### src/rtl/tick_scheduler.sv
// tick_scheduler: run/pause/stop controller with a programmable prescaler.
// Counts speed_clock cycles and emits a one-cycle tick every `period`
// cycles plus a low_clock square wave that toggles on each tick. A new
// period arrives through a valid/ready handshake. In IDLE it is applied
// at once. While running it waits until the next terminal count, so the
// period never changes in the middle of a count.
// Optional build macro: ONESHOT_EN adds the one_shot input. A start with
// one_shot=1 produces exactly one tick and then returns to IDLE.
module tick_scheduler #(
   parameter int CNT_W          = 27,
   parameter int DEFAULT_PERIOD = 25000000,
   parameter int MIN_PERIOD     = 2
) (
   input  logic             speed_clock,
   input  logic             reset,
   input  logic             start,
   input  logic             stop,
   input  logic             pause,
`ifdef ONESHOT_EN
   input  logic             one_shot,
`endif
   input  logic             cfg_valid,
   input  logic [CNT_W-1:0] cfg_period,
   output logic             cfg_ready,
   output logic             tick,
   output logic             low_clock,
   output logic             busy,
   output logic [1:0]       state,
   output logic [7:0]       tick_cnt
);

   typedef enum logic [1:0] {
      ST_IDLE  = 2'b00,
      ST_RUN   = 2'b01,
      ST_PAUSE = 2'b10
   } state_t;

   localparam logic [CNT_W-1:0] MIN_P = CNT_W'(MIN_PERIOD);
   localparam logic [CNT_W-1:0] DEF_P = CNT_W'(DEFAULT_PERIOD);
   localparam logic [CNT_W-1:0] ONE   = CNT_W'(1);

   state_t           state_reg, state_next;
   logic [CNT_W-1:0] cont_reg, cont_next;
   logic [CNT_W-1:0] period_reg, period_next;
   logic [CNT_W-1:0] pend_val_reg, pend_val_next;
   logic             cfg_ready_reg, cfg_ready_next;   // low means a config is pending
   logic             tick_reg, tick_next;
   logic             low_reg, low_next;
   logic             busy_reg, busy_next;
   logic [7:0]       tick_cnt_reg, tick_cnt_next;

   logic             accept;
   logic [CNT_W-1:0] acc_val;
   logic             terminal;
   logic             go_idle;

   assign accept   = cfg_valid && cfg_ready_reg;
   assign acc_val  = (cfg_period < MIN_P) ? MIN_P : cfg_period;
   // period never drops below MIN_PERIOD, so period-1 cannot underflow
   assign terminal = (cont_reg == (period_reg - ONE));

`ifdef ONESHOT_EN
   logic oneshot_reg, oneshot_next;
   // a one-shot run leaves on the edge after its first tick
   assign go_idle = stop || (oneshot_reg && tick_reg);
`else
   assign go_idle = stop;
`endif

   // next-state and next-output logic for the controller and prescaler
   always_comb begin
      state_next     = state_reg;
      cont_next      = cont_reg;
      period_next    = period_reg;
      pend_val_next  = pend_val_reg;
      cfg_ready_next = cfg_ready_reg;
      tick_next      = 1'b0;
      low_next       = low_reg;
      tick_cnt_next  = tick_cnt_reg;
`ifdef ONESHOT_EN
      oneshot_next   = oneshot_reg;
`endif
      case (state_reg)
         ST_IDLE: begin
            cont_next = '0;
            low_next  = 1'b0;
            if (accept) begin
               period_next = acc_val;
            end
            if (start && !stop) begin
               state_next    = ST_RUN;
               tick_cnt_next = 8'd0;
`ifdef ONESHOT_EN
               oneshot_next  = one_shot;
`endif
            end
         end
         ST_RUN, ST_PAUSE: begin
            if (go_idle) begin
               // leaving: a config offered now or already pending takes effect at once
               state_next = ST_IDLE;
               cont_next  = '0;
               low_next   = 1'b0;
               if (accept) begin
                  period_next = acc_val;
               end else if (!cfg_ready_reg) begin
                  period_next    = pend_val_reg;
                  cfg_ready_next = 1'b1;
               end
            end else begin
               if (state_reg == ST_RUN) begin
                  if (terminal) begin
                     cont_next     = '0;
                     tick_next     = 1'b1;
                     low_next      = ~low_reg;
                     tick_cnt_next = tick_cnt_reg + 8'd1;
                     if (!cfg_ready_reg) begin
                        period_next    = pend_val_reg;
                        cfg_ready_next = 1'b1;
                     end
                  end else begin
                     cont_next = cont_reg + ONE;
                  end
               end
               // accept is only possible when nothing is pending, so no clash with the apply above
               if (accept) begin
                  pend_val_next  = acc_val;
                  cfg_ready_next = 1'b0;
               end
               state_next = pause ? ST_PAUSE : ST_RUN;
            end
         end
         default: begin
            state_next = ST_IDLE;
            cont_next  = '0;
            low_next   = 1'b0;
         end
      endcase
      busy_next = (state_next != ST_IDLE);
   end

   // state and output registers, cleared asynchronously by reset
   always_ff @(posedge speed_clock or negedge reset) begin
      if (!reset) begin
         state_reg     <= ST_IDLE;
         cont_reg      <= '0;
         period_reg    <= DEF_P;
         pend_val_reg  <= '0;
         cfg_ready_reg <= 1'b1;
         tick_reg      <= 1'b0;
         low_reg       <= 1'b0;
         busy_reg      <= 1'b0;
         tick_cnt_reg  <= 8'd0;
`ifdef ONESHOT_EN
         oneshot_reg   <= 1'b0;
`endif
      end else begin
         state_reg     <= state_next;
         cont_reg      <= cont_next;
         period_reg    <= period_next;
         pend_val_reg  <= pend_val_next;
         cfg_ready_reg <= cfg_ready_next;
         tick_reg      <= tick_next;
         low_reg       <= low_next;
         busy_reg      <= busy_next;
         tick_cnt_reg  <= tick_cnt_next;
`ifdef ONESHOT_EN
         oneshot_reg   <= oneshot_next;
`endif
      end
   end

   assign cfg_ready = cfg_ready_reg;
   assign tick      = tick_reg;
   assign low_clock = low_reg;
   assign busy      = busy_reg;
   assign state     = state_reg;
   assign tick_cnt  = tick_cnt_reg;

endmodule

### config.mk
export PLATFORM = sky130hd
export DESIGN_NAME = tick_scheduler
export DESIGN_NICKNAME = d
export VERILOG_FILES = /design/src/rtl/tick_scheduler.sv
export SDC_FILE = /design/constraint.sdc
export NUM_CORES = 1
export LEC_CHECK = 0
export ABC_CLOCK_PERIOD_IN_PS = 4700
export CORE_MARGIN = 2
export CORE_UTILIZATION = 25
export DETAILED_ROUTE_END_ITERATION = 10
export GPL_ROUTABILITY_DRIVEN = 0
export PLACE_DENSITY = 0.45
export SYNTH_ARGS = -nofsm -noshare
export SYNTH_HDL_FRONTEND = slang
export SYNTH_SLANG_ARGS = --single-unit
### constraint.sdc
create_clock -name speed_clock -period 4.7 [get_ports speed_clock]
set_clock_uncertainty 0.1 [all_clocks]
set_input_delay 0.705 -clock speed_clock [delete_from_list [all_inputs] [get_ports speed_clock]]
set_output_delay 0.705 -clock speed_clock [all_outputs]
set_load 0.01 [all_outputs]
Word level (Yosys, flattened, before mapping). Cells that the tools add are included.

$add $sub $neg: 3. Multipliers: 0. Div/mod/pow operators: 0. Order comparisons: 1. Equality and inequality tests: 11. Shift-type cells: 0. Mux-type cells: 34. Bitwise logic cells: 2. Reduce and logical (&&, ||, !) cells: 14.

Operators with widths (number): $mux 27 (11); $pmux 27 s2 (1); $mux 8 (4); $add 27x1->27 const B (1); $eq 27x27->1 (1); $lt 27x2->1 const B (1); $sub 27x1->27 const B (1); $pmux 8 s2 (1); $mux 1 (13); $ne 2x2->1 const B (6); $add 8x1->8 const B (1); $reduce_and 4->1 (2); $mux 2 (3); $ne 3x3->1 const B (2); $reduce_bool 3->1 (2); $reduce_and 5->1 (1); $pmux 2 s2 (1); $reduce_bool 2->1 (2); $reduce_and 3->1 (1); $eq 2x1->1 const B (1); $eq 2x2->1 const B (1); $logic_and 1x1->1 (2); $logic_not 2->1 (1); $not 1->1 (2); other kinds (3) (3).

Bits in registers: 95. Bits in latches: 0. Bits in writable memories: 0. Bits in read-only memories: 0. Input port bits: 33. Output and inout port bits: 14. Word-level logic and storage cells: 74. Memories: 0.

Longest topological paths before layout. Gate-level depths: netlist (run 1).

Depth in word-level cells: 6. Depth in mapped cells: 13. Mapped depth without buffers: 10.

Worst setup path before layout (run 1). OpenSTA, ideal clock, no wires.

Path type: register to register. Start point: reg period_reg[0]. End point: reg period_reg[5]. Library setup time: 0.124 ns. Arrival: 3.360 ns. Path slack: 1.116 ns. Cell stages (with the launch flop): 14. Path buffers: 3. Clock period less this slack: 3.584 ns. Cell sequence: dfrtp_1 -> clkbuf_1 -> inv_1 -> ha_1 -> nor4b_4 -> nand2_1 -> or4_1 -> a22oi_1 -> nand4_1 -> or4_1 -> buf_6 -> a22oi_4 -> buf_6 -> a2bb2oi_1.

Word-level cells in the longest chain between the ends: 4.

RTL lines: start: declaration (RTL line 44) `logic [CNT_W-1:0] period_reg, period_next;`; start signal: assignment (RTL line 160) `period_reg <= period_next;`; $sub 27x1->27 (RTL line 60) `assign terminal = (cont_reg == (period_reg - ONE));`; $eq 27x27->1 (RTL line 60); $ne 3x3->1 (no source line); $reduce_and 4->1 (no source line).

No other way between the ends. A chain may end at the register's enable or synchronous reset.

Worst setup path after layout (run 1).
Start point: reg period_reg[0]. End point: reg period_reg[26].

Same word-level chain as after synthesis.

==> run_results.csv, run 1 <==
group,metric,value,unit
status,status,"complete, no violations",
synthesis,synthXorXnorAreaFrac,7.934,%
floorplan,die-width,155.5,um
setup_path,max_stage_delay,0.77,ns
setup_path,path_class,"reg2reg",
setup_path,critPathBufInv,2,
clocking,clk_latency,0.35,ns
synthesis,async_flop_share,100.0,%
synthesis,synth.avg_cell_area,9.880,sq um
synthesis,synthAdderAreaFrac,1.526,%
global_route,grt_use_total,12.65,%
power,share_comb_of_total_power,43.3,%
job,cap_violations,0,
sta,max_slew_margin,30.68,%
setup_path,arrival,4.22,ns
synthesis,synth_area,0.005741,sq mm
drt,vias,4491,
clocking,cts_made_buffers,9,
layout,final_nets,651,
global_route,grt_pass1_wl,24140,um
floorplan,die_y,155.5,um
layout,syn2layout_area_growth,17.15,%
clocking,post_cts_resized,0,
power,switchingPower,1.585,mW
drt,remaining_drc_errors,0,
power,p_total,4.006,mW
placement,dp_hpwl,10680,um
sta,setup_violations,0,
power,p_per_area,595.7,mW/mm^2
setup_path,crit_required,4.82,ns
synthesis,yosys_most_used_dff,"dfrtp_1",
sta,min_period,4.094,ns
global_route,grt_pass1_vias,4521,
layout,finalNonFillerCells,901,
setup_path,cp_common_cell,"or4_1",
layout,register_area,0.002394,sq mm
power,power.leakage,2.510,nW
layout,antennaDiodeCount,0,
synthesis,synth_cell_types,68,
sta,finalCritPeriodShare,87.10,%
clocking,root_buffer,"clkbuf_16",
setup_path,end_kind,"register",
power,p_sw_share,39.55,%
power,worst_ir_drop_vdd,0.2581,mV
sta,setup_tns,0,ns
floorplan,core-area,0.02257,sq mm
layout,final_layout_size_suffix_gt1_share,15.91,%
layout,postLayoutCoreUtil,29.79,%
synthesis,ys_warn_count,0,
synthesis,netlist_top_cells_area,"dfrtp_1, dfstp_2, a2bb2oi_2, mux2_2, nor2_1",
layout,multiInputGateArea,0.003079,sq mm
layout,n_fill_cell,2329,
synthesis,synth-simple-area-share,20.66,%
synthesis,muxShareOfSynthArea,5.776,%
global_route,globalRouteOverflowTotal,0,
synthesis,netlist_instances,581,
drt,ant_nets,0,
clocking,hold_buffers,0,
clocking,cts_max_path_buffers,2,
clocking,cts.htree.levels,3,
sta,rsz0062_at_grt,"no",
power,p_int,2.422,mW
setup_path,critPathMaxFanout,27,
hold_path,min_path_type,"in2async",
floorplan,pin_count,47,
floorplan,die-area,0.02419,sq mm
synthesis,synth_top_family_by_area,"simple AND/OR/NAND/NOR gates",
placement,placed_area,0.006404,sq mm
synthesis,yosys_register_bits,95,
drt,avgViaCountPerCell,4.984,
drt,wl_per_cell,16.08,um
synthesis,synth_top_cell_area_share,35.75,%
drt,first_pass_iters,5,
synthesis,synth_area_leader_cell,"dfrtp_1",
sta,hold_viol_final,0,
setup_path,crit_chain,"inv_1 -> ha_1 -> nor4b_4 -> nand2_1 -> or4_1 -> a22oi_1 -> nand4_1 -> or4_1 -> a22oi_4 -> buf_4 -> a2bb2oi_1",
sta,max_freq,0.2443,GHz
global_route,antenna_found_initial,0,
setup_path,start_kind,"register",
drt,totalWireLength,14490,um
placement,port-buffer-count,46,
setup_path,worst_path_max_delay_cell,"or4_1",
synthesis,synth_edf_count,0,
clocking,cts_tree,"yes",
power,p_seq_share,36.6,%
placement,place_inst,885,
drt,drt_iter0_drc,256,
global_route,grt_max_degree,71,
clocking,postCtsSetupBuffers,0,
clocking,cts_sinks,95,
power,pwr-share-clk,20.1,%
synthesis,synth_compound_area_share,17.74,%
synthesis,syn-num-nets,621,
sta,finalMaxSlewViolations,0,
layout,design_area,0.006725,sq mm
floorplan,rows,55,
setup_path,path_delay_family,"simple AND/OR/NAND/NOR gates",
floorplan,start_util,25.43,%
clocking,clkTransAtPathRegs,0.07,ns
synthesis,yosysSeqAreaShare,41.70,%
sta,worstMarginPinSlew,1.040,ns
[final cells by class]
type	count	area share, %
repair buffers	53	7.591
flip-flops and latches	95	35.59
well taps	285	5.302
clock buffers	10	3.405
inverters	17	0.9488
clock inverters	6	1.377
multi-input cells	435	45.79
[metrics by stage]
step / setup WS (ns) / hold slack (ns)
after floorplan: 1.116 / 0.3094
after global placement: 0.6981 / 0.3679
after detailed placement: 0.6007 / 0.3782
after CTS: 0.5998 / 0.3937
after global routing: 0.3573 / 0.4289
final: 0.6064 / 0.3586
[cells by family (layout without fill, tap and decap cells)]
logic type      after synthesis  after routing
simple gates                224            224
compound gates              122            122
buf+inv                      51             86
xor+xnor                     52             52
mux                          30             30
fa+ha+maj                     7              7
flops                        95             95
[cells in the mapped netlist (10+ instances only)]
library cell,instances
mux2_2,25
nand3_1,28
nand4_1,10
xnor2_1,27
xor2_1,25
dfstp_2,13
o21ai_0,16
dfrtp_1,82
a21oi_1,12
a2bb2oi_2,20
clkbuf_1,20
nand2b_1,10
nor4_1,16
nand2_1,36
inv_1,17
nor2_1,64
o22ai_1,26
nor3_1,10
[worst reg2reg max path, stage by stage, from the launching register on]
cell       delay [ns]
dfrtp_1          0.46
inv_1            0.09
ha_1             0.26
nor4b_4          0.33
nand2_1          0.23
or4_1            0.59
a22oi_1          0.21
nand4_1          0.17
or4_1            0.77
a22oi_4          0.26
buf_4            0.37
a2bb2oi_1        0.12
[path summary, 6_finish.rpt]
check / startpoint / endpoint / slack (ns) / cells past startpoint
hold / removal: reset / tick_cnt[7] / 0.36 / 1
setup reg to reg: period_reg[0] / period_reg[26] / 0.61 / 11
min in group speed_clock: pend_val_reg[1] / pend_val_reg[1] / 0.39 / 2
setup / recovery: period_reg[0] / period_reg[26] / 0.61 / 11
hold reg to reg: pend_val_reg[1] / pend_val_reg[1] / 0.39 / 2
max in group asynchronous: reset / cont_reg[4] / 3.24 / 2
[cell usage in the layout, fill, tap and decap left out, types with 3 or more instances in the layout]
cell and count:
or2_2 5, o22ai_1 26, xnor2_1 27, a31oi_1 3, nand4_1 10, o21ai_0 16
nand2b_1 10, nor2b_1 4, o21a_1 4, xor2_1 25, buf_4 8, a2bb2oi_1 7
mux2_2 25, a2bb2oi_2 20, nor3_1 10, or3_1 9, nor4_1 16, dfstp_2 13
mux2i_1 5, nand2_1 36, clkdlybuf4s50_1 45, o31ai_1 6, a311oi_1 3, ha_1 7
inv_1 17, clkbuf_16 9, nand3_1 28, nand4b_1 3, a21oi_1 12, nor2_1 64
a22oi_1 3, and2_1 3, or4_1 9, dfrtp_1 82
[power groups by stage]
stage          sequential (mW)  clock, mW  combinational, mW
2_1_floorplan             1.31          0               1.54
3_3_place_gp              1.47          0               1.71
3_5_place_dp              1.48          0               1.75
4_1_cts                   1.47      0.826               1.76
5_1_grt                   1.52      0.856               1.92
6_report                  1.47      0.803               1.74
[per-layer routing]
metal	vias up	track usage [%]	part of all wire [%]	wire, um
met5	-	0	0	0
met2	60	20.31	46	6711
met4	0	3.713	1.3	191
li1	2183	-	-	-
met3	14	2.250	3.0	430
met1	2234	17.45	49	7159
Power figures use the tool's default switching activity.
==> inputs of run 2 (changes only) <==
- ABC_CLOCK_PERIOD_IN_PS: 4700 -> 4450
- clock period: 4.7 -> 4.45 ns (I/O delays scaled with it)
==> run_results.csv, run 2 (synthesis gave the netlist of run 1 again) <==
group,metric,value,unit
status,status,"complete, no violations",
sta,max_slew_margin,26.21,%
floorplan,start_util,25.43,%
layout,final_common_cell,"dfrtp_1",
clocking,root_buffer,"clkbuf_16",
clocking,cts.htree.levels,3,
sta,rsz0062_at_grt,"no",
drt,totalWireLength,14710,um
setup_path,reg2reg_to,"period_reg[26]",
sta,finalMaxSlewViolations,0,
sta,max_freq,0.2433,GHz
floorplan,die-width,155.5,um
layout,antennaDiodeCount,0,
layout,final_cell_mix,"dfrtp_1, nor2_1, clkdlybuf4s50_1",
drt,wl_per_cell,16.25,um
sta,worstMarginPinSlew,1.107,ns
global_route,grt_use_total,12.52,%
power,worst_ir_drop_vdd,0.3359,mV
clocking,cts_max_path_buffers,2,
layout,final_layout_size_suffix_gt1_share,16.61,%
global_route,antenna_found_initial,0,
drt,vias,4558,
setup_path,rrSetupSlack,0.34,ns
drt,avgViaCountPerCell,5.036,
sta,setup_violations,0,
drt,remaining_drc_errors,0,
global_route,grt_max_degree,65,
placement,dp_hpwl,10730,um
clocking,clkTransAtPathRegs,0.07,ns
sta,finalCritPeriodShare,92.37,%
floorplan,core-area,0.02257,sq mm
clocking,post_cts_resized,0,
floorplan,rows,55,
global_route,globalRouteOverflowTotal,0,
setup_path,path_class,"reg2reg",
setup_path,crit_end,"period_reg[26]",
layout,final_nets,655,
floorplan,die-area,0.02419,sq mm
clocking,cts_made_buffers,9,
clocking,cts_sinks,95,
sta,hold_viol_final,0,
setup_path,critPathMaxFanout,27,
hold_path,min_path_type,"in2async",
sta,setup_slack,0.3396,ns
drt,drt_iter0_drc,259,
clocking,clk_latency,0.35,ns
setup_path,crit-reg2reg-launch,"period_reg[0]",
power,p_total,4.304,mW
setup_path,end_kind,"register",
drt,first_pass_iters,4,
drt,ant_nets,0,
layout,syn2layout_area_growth,18.03,%
floorplan,pin_count,47,
global_route,grt_pass1_wl,24060,um
placement,port-buffer-count,46,
sta,min_period,4.110,ns
clocking,postCtsSetupBuffers,0,
setup_path,critPathLaunch,"period_reg[0]",
floorplan,die_y,155.5,um
global_route,grt_pass1_vias,4517,
power,p_per_area,635.2,mW/mm^2
setup_path,arrival,4.23,ns
setup_path,start_kind,"register",
sta,setup_tns,0,ns
clocking,hold_buffers,0,
clocking,cts_tree,"yes",
setup_path,crit_required,4.57,ns
job,cap_violations,0,
placement,dp_slack,0.3661,ns
setup_path,r2r_cells,11,
power,power.leakage,2.538,nW
==> run 2: worst min-delay path by stage <==
stage	endpoint	cells past startpoint	slack, ns	startpoint
2_1_floorplan	busy	0	0.27	reset
6_report	tick_cnt[7]	1	0.32	reset
4_1_cts	tick_cnt[7]	1	0.37	reset
5_1_grt	tick_cnt[7]	1	0.39	reset
3_5_place_dp	pend_val_reg[1]	2	0.37	pend_val_reg[1]
3_3_place_gp	pend_val_reg[1]	2	0.37	pend_val_reg[1]
==> run 2: layer usage <==
| metal | routed length [um] | vias to the layer above | global-route usage, % |
|---|---|---|---|
| met5 | 0 | - | 0 |
| met4 | 272 | 0 | 3.757 |
| met3 | 505 | 17 | 2.306 |
| met2 | 6572 | 94 | 19.51 |
| met1 | 7359 | 2247 | 17.68 |
| li1 | - | 2200 | - |
==> run 2: power by group <==
part           internal, mW  total [mW]  leakage, nW  switching, mW
clock                 0.500       0.863        0.154          0.363
combinational         0.900        1.91         1.20           1.01
sequential             1.19        1.53         1.18          0.338
total                  2.59        4.30         2.54           1.71
==> run 2: critical path, stage by stage (launching register included) <==
cell	delay, ns
dfrtp_1	0.46
inv_1	0.10
ha_1	0.26
nor4b_4	0.33
nand2_1	0.23
or4_1	0.59
a22oi_1	0.22
nand4_1	0.16
or4_1	0.76
a22oi_4	0.25
buf_4	0.38
a2bb2oi_1	0.11
==> run 2: metrics by stage <==
step | instance area [sq um] | utilization (%) | instances | hold WS, ns
global placement | 6446 | 28.56 | 889 | 0.3679
floorplan | 5741 | - | 581 | 0.2719
detailed placement | 6446 | 28.56 | 889 | 0.3742
global route | 6775 | 30.02 | 905 | 0.3877
CTS | 6775 | 30.02 | 905 | 0.3661
finish | 6775 | 30.02 | 905 | 0.3198
==> run 2: final cells by class <==
type | count | area (sq um)
inverter | 17 | 63.81
sequential | 95 | 2394
fill | 2327 | 15800
clock inverter | 7 | 103.9
tap | 285 | 356.6
clock buffer | 9 | 225.2
multi-input combinational | 435 | 3079
timing repair buffer | 57 | 553.0
==> inputs of run 3 (changes only) <==
- CTS_CLUSTER_DIAMETER: unset -> 60
==> results of run 3 <==
The final DEF is identical to that of run 2; final timing and power are the same.
